## src/rtl/fifo_pkg.sv

```systemverilog
// Shared helpers for the parameterised FIFO: width derivation and a
// parameter legality check that the FIFO elaborates as a fatal error.
package fifo_pkg;

    // Pointer width: one bit per address line of the storage array.
    function automatic int addr_w(input int depth);
        return $clog2(depth);
    endfunction

    // Occupancy width: one extra bit so that count can reach DEPTH.
    function automatic int cnt_w(input int depth);
        return $clog2(depth) + 1;
    endfunction

    function automatic bit is_pow2(input int v);
        return (v > 0) && ((v & (v - 1)) == 0);
    endfunction

    // DEPTH must be a power of two (pointers wrap naturally) and at least 4;
    // thresholds must lie in range and not overlap.
    function automatic bit params_ok(input int depth, input int af, input int ae);
        return is_pow2(depth) && (depth >= 4) &&
               (af >= 1) && (af <= depth) &&
               (ae >= 0) && (ae < depth) &&
               (ae < af);
    endfunction

endpackage

```

## src/rtl/ram_dp_sync.sv

```systemverilog
// DEPTH x DATA_W simple dual-port RAM: one write port, one registered read
// port. Read-first on address collision; the array itself is never reset,
// only the read register.
module ram_dp_sync
    import fifo_pkg::*;
#(
    parameter int DATA_W = 8,
    parameter int DEPTH  = 16,
    parameter int ADDR_W = addr_w(DEPTH)
) (
    input  logic              clk,
    input  logic              rst_n,
    input  logic              we,
    input  logic [ADDR_W-1:0] waddr,
    input  logic [DATA_W-1:0] wdata,
    input  logic              re,
    input  logic [ADDR_W-1:0] raddr,
    output logic [DATA_W-1:0] rdata
);

    logic [DATA_W-1:0] mem [DEPTH];

    // Write port; no reset so the array maps onto plain RAM.
    always_ff @(posedge clk) begin
        if (we) mem[waddr] <= wdata;
    end

    // Registered read; sampling mem before the write lands gives read-first,
    // and the register holds its value when no read is issued.
    always_ff @(posedge clk or negedge rst_n) begin
        if (!rst_n)  rdata <= '0;
        else if (re) rdata <= mem[raddr];
    end

endmodule

```

## src/rtl/sync_fifo_param.sv

```systemverilog
// Single-clock FIFO with registered read data, occupancy count,
// programmable almost-full/almost-empty thresholds and overflow/underflow
// pulses. Pointer, count and flag logic live here; storage is ram_dp_sync.
module sync_fifo_param
    import fifo_pkg::*;
#(
    parameter int DATA_W    = 8,
    parameter int DEPTH     = 16,
    parameter int AF_THRESH = 12,
    parameter int AE_THRESH = 2
) (
    input  logic                   clk,
    input  logic                   rst_n,
    input  logic                   wr_en,
    input  logic [DATA_W-1:0]      wr_data,
    input  logic                   rd_en,
    output logic [DATA_W-1:0]      rd_data,
    output logic                   rd_valid,
    output logic                   full,
    output logic                   empty,
    output logic                   almost_full,
    output logic                   almost_empty,
    output logic [$clog2(DEPTH):0] count,
    output logic                   overflow,
    output logic                   underflow
);

    localparam int ADDR_W = addr_w(DEPTH);
    localparam int CNT_W  = cnt_w(DEPTH);

    if (!params_ok(DEPTH, AF_THRESH, AE_THRESH)) begin : g_bad_params
        $fatal(1, "sync_fifo_param: illegal DEPTH/AF_THRESH/AE_THRESH combination");
    end

    logic [ADDR_W-1:0] wr_ptr, rd_ptr;
    logic [CNT_W-1:0]  count_nxt;
    logic              wr_acc, rd_acc;

    // A read needs data; a write into a full FIFO is only legal when a read
    // frees a slot in the same cycle.
    assign rd_acc = rd_en & ~empty;
    assign wr_acc = wr_en & (~full | rd_acc);

    // Next occupancy; simultaneous accepted read and write cancel out.
    always_comb begin
        count_nxt = count;
        case ({wr_acc, rd_acc})
            2'b10:   count_nxt = count + CNT_W'(1);
            2'b01:   count_nxt = count - CNT_W'(1);
            default: count_nxt = count;
        endcase
    end

    // Pointers, count and pulses.
    always_ff @(posedge clk or negedge rst_n) begin
        if (!rst_n) begin
            wr_ptr    <= '0;
            rd_ptr    <= '0;
            count     <= '0;
            rd_valid  <= 1'b0;
            overflow  <= 1'b0;
            underflow <= 1'b0;
        end else begin
            if (wr_acc) wr_ptr <= wr_ptr + ADDR_W'(1);
            if (rd_acc) rd_ptr <= rd_ptr + ADDR_W'(1);
            count     <= count_nxt;
            rd_valid  <= rd_acc;
            overflow  <= wr_en & ~wr_acc;
            underflow <= rd_en & ~rd_acc;
        end
    end

    // Status flags decoded from next count and registered, so each flag is a
    // flop output and tracks count in the same cycle without glitches.
    always_ff @(posedge clk or negedge rst_n) begin
        if (!rst_n) begin
            full         <= 1'b0;
            empty        <= 1'b1;
            almost_full  <= 1'b0;
            almost_empty <= 1'b1;
        end else begin
            full         <= (count_nxt == CNT_W'(DEPTH));
            empty        <= (count_nxt == '0);
            almost_full  <= (count_nxt >= CNT_W'(AF_THRESH));
            almost_empty <= (count_nxt <= CNT_W'(AE_THRESH));
        end
    end

    ram_dp_sync #(
        .DATA_W (DATA_W),
        .DEPTH  (DEPTH),
        .ADDR_W (ADDR_W)
    ) u_ram (
        .clk   (clk),
        .rst_n (rst_n),
        .we    (wr_acc),
        .waddr (wr_ptr),
        .wdata (wr_data),
        .re    (rd_acc),
        .raddr (rd_ptr),
        .rdata (rd_data)
    );

endmodule
```

## config.mk

```make
export PLATFORM = sky130hd
export DESIGN_NAME = sync_fifo_param
export DESIGN_NICKNAME = d
export VERILOG_FILES = /design/src/rtl/fifo_pkg.sv /design/src/rtl/ram_dp_sync.sv /design/src/rtl/sync_fifo_param.sv
export SDC_FILE = /design/constraint.sdc
export NUM_CORES = 1
export LEC_CHECK = 0
export BUFFER_PORTS_ARGS = -buffer_cell sky130_fd_sc_hd__buf_4
export CAP_MARGIN = 15
export CORE_MARGIN = 4
export CORE_UTILIZATION = 43
export DETAILED_ROUTE_END_ITERATION = 7
export PLACE_DENSITY = 0.6
export SETUP_SLACK_MARGIN = 0.02
export SLEW_MARGIN = 30
export SYNTH_ARGS = -nofsm -noshare
export SYNTH_HDL_FRONTEND = slang
export SYNTH_HIERARCHICAL = 1
export SYNTH_SLANG_ARGS = --single-unit
```

## constraint.sdc

```tcl
create_clock -name clk -period 3.3 [get_ports clk]
set_input_delay 0.165 -clock clk [delete_from_list [all_inputs] [get_ports clk]]
set_output_delay 0.165 -clock clk [all_outputs]
set_load 0.03 [all_outputs]
```

# Yosys cells after proc, flatten, opt, wreduce, memory -nomap -nowiden
# Memories as Yosys holds them, arrays and structs flattened. A register that Yosys moved wholly into a read port is not among the register bits.
# Index checks and enable logic that the tools add are counted.
# totals
ff_bits	20
mem_bits_rw	128
inputBits	12
output_inout_bits	20
memories	1
# classes
n_addsub	4
magnitude_cmp	2
n_eq_ne	3
mux	3
n_bitwise	9
reduce_logical	2
# mem_list
memory	depth	word_bits	read_ports	rd_ports_with_merged_regs	wr	line_no	source
u_ram.mem	16	8	1	1	1	ram_dp_sync.sv:21	logic [DATA_W-1:0] mem [DEPTH];
# ops
cell	count
one-hot mux 5 bit (2 select lines)	1
adder 4 x 1 -> 4 bit, second input constant	2
adder 5 x 1 -> 5 bit, second input constant	1
== test 5 bit, second input constant	1
>= comparator 5 x 4 -> 1 bit, second input constant	1
less-or-equal comparator 5 x 2 -> 1 bit, second input constant	1
logical NOT 5 bit	1
subtractor 5 x 1 -> 5 bit, second input constant	1
AND 1 bit	4
inverter 1 bit	4
== test 2 x 1 -> 1 bit, second input constant	1
== test 2 bit, second input constant	1
2-to-1 mux 1 bit	2
logical NOT 1 bit	1
OR 1 bit	1

# Depth between registers and ports, before layout
# depth
word_depth	7
mapped_depth	13
mapped_depth_nobuf	12

# Hierarchy
# Netlist, hierarchy kept.
# by_module_without_submodules
module	n_inst	cells_each	area_per_inst_um2	seq_area_each_um2
ram_dp_sync	1	240	5331.4	4043.9
sync_fifo_param	1	91	1004.7	503.0

# Worst setup path after synthesis
# No wires, ideal clock.
# synth_path
path_kind	reg-to-reg
from	register empty
to	register almost_empty
setup_ps	79
arrival_ps	2608
t_required_ps	3221
slack_ps	613
stages_incl_launch_ff	11
path_cell_list	dfstp_2 > nand2b_1 > inv_1 > ha_1 > buf_6 > xor2_1 > ha_1 > a311o_1 > and3_1 > or3_4 > and4_1
# synth_between
elab_chain_cells	7
word_cells_on_any_way	8
cone_classes	1 x order compare; 2 x eq/ne; 1 x mux; 4 x bitwise
# synth_lines
item	line_no	source
start: declaration	sync_fifo_param.sv:20	output logic empty,
start signal: assignment	sync_fifo_param.sv:83	empty <= (count_nxt == '0);
inverter 1 bit *	sync_fifo_param.sv:41	assign rd_acc = rd_en & ~empty;
AND 1 bit *	sync_fifo_param.sv:41	
named net rd_acc	sync_fifo_param.sv:37	logic wr_acc, rd_acc;
OR 1 bit	sync_fifo_param.sv:42	assign wr_acc = wr_en & (~full | rd_acc);
AND 1 bit	sync_fifo_param.sv:42	
== test 2 x 1 -> 1 bit or == test 2 bit (tied branches)	sync_fifo_param.sv:47	case ({wr_acc, rd_acc})
one-hot mux 5 bit (2 select lines) *	sync_fifo_param.sv:47	
less-or-equal comparator 5 x 2 -> 1 bit *	sync_fifo_param.sv:85	almost_empty <= (count_nxt <= CNT_W'(AE_THRESH));
end signal: assignment	sync_fifo_param.sv:85	
end: declaration	sync_fifo_param.sv:22	output logic almost_empty,
# The timed path passes the listed nets; every way through them passes the cells marked *.
# A chain may end at the register's enable or synchronous reset.

# Worst setup path after layout
# layout_path
from	register empty
to	register almost_empty
# layout_between
elab_chain_cells	7
word_cells_on_any_way	8
cone_classes	1 x order compare; 2 x eq/ne; 1 x mux; 4 x bitwise
# layout_lines
item	line_no
inverter 1 bit *	sync_fifo_param.sv:41
AND 1 bit *	sync_fifo_param.sv:41
OR 1 bit	sync_fifo_param.sv:42
AND 1 bit	sync_fifo_param.sv:42
== test 2 x 1 -> 1 bit or == test 2 bit (tied branches)	sync_fifo_param.sv:47
one-hot mux 5 bit (2 select lines) *	sync_fifo_param.sv:47
less-or-equal comparator 5 x 2 -> 1 bit *	sync_fifo_param.sv:85
# Mark *: on every way between the ends. The rest lies on a longest branch, timed or not.

==> impl_metrics.toml <==
[synthesis]
synth_compound_area_frac = 0.0397
synth-simple-area-share = 0.0547
synth_top_family_by_area = "multiplexers"
netlist_area_sq_um = 6340
avgSynthCellArea_sq_um = 19.1
synthTopCellsByArea = "edfxtp_1, dfrtp_1, mux4_2, mux4_1, a221oi_2"
synth_edf_count = 128
ys_ff_latch = 156
yosys.cell_types.count = 44
yosys_warnings = 6
yosysSeqAreaShare = 0.718
synthFlopType = "edfxtp_1"
synth-async-reset-ratio = 0.179
yosysTopAreaCell = "edfxtp_1"
synth_top_area_share = 0.607
synth-xor-area-share = 0.0152
synth-adder-area-share = 0.0118
synth_cells = 331
muxShareOfSynthArea = 0.135
syn_nets = 349

[detailed_routing]
vias = 3182
wl_per_cell_um = 21.0
wirelength_um = 12300
drc = 0
avgViaCountPerCell = 5.45
dr.pass1.iters = 6
antenna_left = 0
detail_route.iter0.violations = 240

[clocking]
cts.path.max_buffers = 2
cts_buffers = 17
cts_setup_buffers = 0
clk_pin_slew_ns = 0.06
htree_levels = 4
clk_latency_ns = 0.41
root_buffer = "clkbuf_16"
clock-sinks = 156
cts_tree = "built"

[place]
dp_hpwl_um = 7550
gp_congestion = 0.786
port_buffers = 31

[power]
finalPower_mw = 6.49
p_leak_nw = 2.62
peakVddDrop_mv = 0.477
power.density_nw_per_um2 = 884

[worst_setup_path]
r2r_setup_slack_ns = 0.55
crit_path_top_delay_cell = "dfstp_2"
path_depth = 10
crit_type = "reg -> reg"
critPathLaunch = "empty$_DFF_PN1_"
cp.buffers_inverters = 0
required_ns = 3.64
reg2reg_depth = 10
rr_startpoint = "empty$_DFF_PN1_"
slowest_delay_ns = 0.53
cp_cell_sequence = "nand2b_1, nand2_1, nand2_1, ha_1, xor2_1, ha_1, a311o_1, and3_1, or3_4, and4_1"
critPathLaunchType = "register"
cp-end-kind = "register"
path_delay_family = "simple AND/OR/NAND/NOR gates"
worstPathArrival_ns = 3.09
endpoint = "almost_empty$_DFF_PN1_"
crit_fanout = 9
r2r_end = "almost_empty$_DFF_PN1_"

[final_layout]
drive_gt1_frac = 0.285
ff_latch_area_sq_um = 4550
multi_input_area_sq_um = 1620
syn2layout_area_growth_pct = 15.8
num_antenna_cells = 0
final_nets = 406
nFillCells = 1182

[floorplan]
start_util = 0.438
io_pins = 32
die-area_sq_um = 16700
core_area_sq_um = 14500
die_h_um = 129
num_rows = 44
die_x_um = 129

[timing]
slew_viol_final = 0
worstMarginPinSlew_ns = 0.711
period_needed_ns = 2.75
tns_ns = 0
setup_viol = 0
fmax_mhz = 363
period_share = 0.834
fin_worst_skew_ns = 0.00593
final_hold_viol_count = 0
hold_slack_ns = 0.0590
relSlewSlack = 0.526
rsz0062_at_grt = "false"

[global_route]
grt_use_total = 0.161
grt_max_degree = 29
antenna_found_initial = 0
grt_overflow = 0
grt_pass1_vias = 3381
grt_pass1_wl_um = 19300

[status]
status = "finished, final reports clean"

[run]
maxCapViolCount = 0

[hold_path]
hp-class = "in -> reg"
## what timing repair did
item                                   CTS  global route
resized for setup                        0             0
hold buffers                             3             0
endpoints found under the hold margin   30             0
## cell type report
cell class | instances | share of cell area
clock buffer | 27 | 0.0645
clock inverter | 4 | 0.00239
inverter | 6 | 0.00307
multi-input combinational | 153 | 0.221
sequential | 156 | 0.620
tap | 184 | 0.0314
timing repair buffer | 54 | 0.0580
## worst reg2reg max path: cells and delay by family, from the launching register on
family	cells	cell delay, ns
simple gates	6	1.13
fa+ha+maj	2	0.58
flops	1	0.53
compound gates	1	0.34
xor+xnor	1	0.12
## logic make-up (layout without fill, tap and decap cells)
logic type / after synthesis / after routing
muxes: 43 / 43
adders and majority gates: 6 / 6
buffers and inverters: 22 / 91
xor gates and xnor gates: 11 / 11
and+or+nand+nor: 67 / 67
DFF: 156 / 156
AOI/OAI and AO/OA: 26 / 26
## synthesized netlist by cell type (3+ instances only)
library cell	instances
edfxtp_1	128
mux2i_1	11
ha_1	6
buf_1	4
nand2_1	12
a221oi_2	8
o21ai_0	3
o22ai_1	7
nor3_1	4
xor2_1	3
and3_1	4
dfrtp_1	26
buf_6	6
nor2b_1	3
xnor2_1	8
nor2_1	25
mux4_1	6
nand2b_1	4
inv_1	6
mux4_2	26
## worst min path at each step
| stage | startpoint | end | slack, ns | depth (start not counted) |
|---|---|---|---|---|
| after floorplan | rst_n | almost_full$_DFF_PN0_ | -0.13 | 0 |
| after global placement | rst_n | rd_valid$_DFF_PN0_ | 0.10 | 1 |
| after detailed placement | rst_n | rd_valid$_DFF_PN0_ | 0.11 | 1 |
| after CTS | wr_data[2] | u_ram/mem[15][2]$_DFFE_PP_ | 0.05 | 1 |
| after global routing | wr_data[2] | u_ram/mem[6][2]$_DFFE_PP_ | 0.06 | 1 |
| final | wr_data[2] | u_ram/mem[15][2]$_DFFE_PP_ | 0.06 | 1 |
## per-layer routing
layer  part of all wire  up-vias  global-route usage
li1                   -     1435                   -
met1               0.44     1663               0.213
met2               0.51       70               0.262
met3              0.042       14              0.0379
met4              0.013        0              0.0630
met5                  0        -                   0
## sequential cells by signal (all words and copies together) (netlist names)
signal and flops:
u_ram/mem 128, u_ram/rdata 8, count 5, rd_ptr 4, wr_ptr 4, almost_empty 1
almost_full 1, empty 1, full 1, overflow 1, rd_valid 1, underflow 1
## metrics by stage
step	instance area (sq um)	worst slack [ns]	utilization	instances
after global placement	6820	0.623	0.471	550
after global routing	7340	0.285	0.507	584
final	7340	0.548	0.507	584
after detailed placement	6820	0.532	0.471	550
after floorplan	6340	0.613	-	331
after CTS	7340	0.531	0.507	584
## cells in the final DEF, fill, tap and decap left out, types with 6 or more instances in the layout
master	synthesis	final
clkbuf_1	1	9
dfrtp_1	26	26
nor2_1	25	25
mux4_1	6	6
mux4_2	26	26
mux2i_1	11	11
inv_1	6	6
o22ai_1	7	7
edfxtp_1	128	128
nand2_1	12	12
clkbuf_16	0	17
xnor2_1	8	8
a221oi_2	8	8
buf_4	1	50
ha_1	6	6
## where the power goes
part | internal, mW | switching, mW | leakage (nW)
clock | 0.969 | 0.685 | 0.238
sequential | 2.47 | 0.261 | 1.48
combinational | 0.961 | 1.14 | 0.897
total | 4.40 | 2.09 | 2.62
Power figures use the tool's default switching activity.
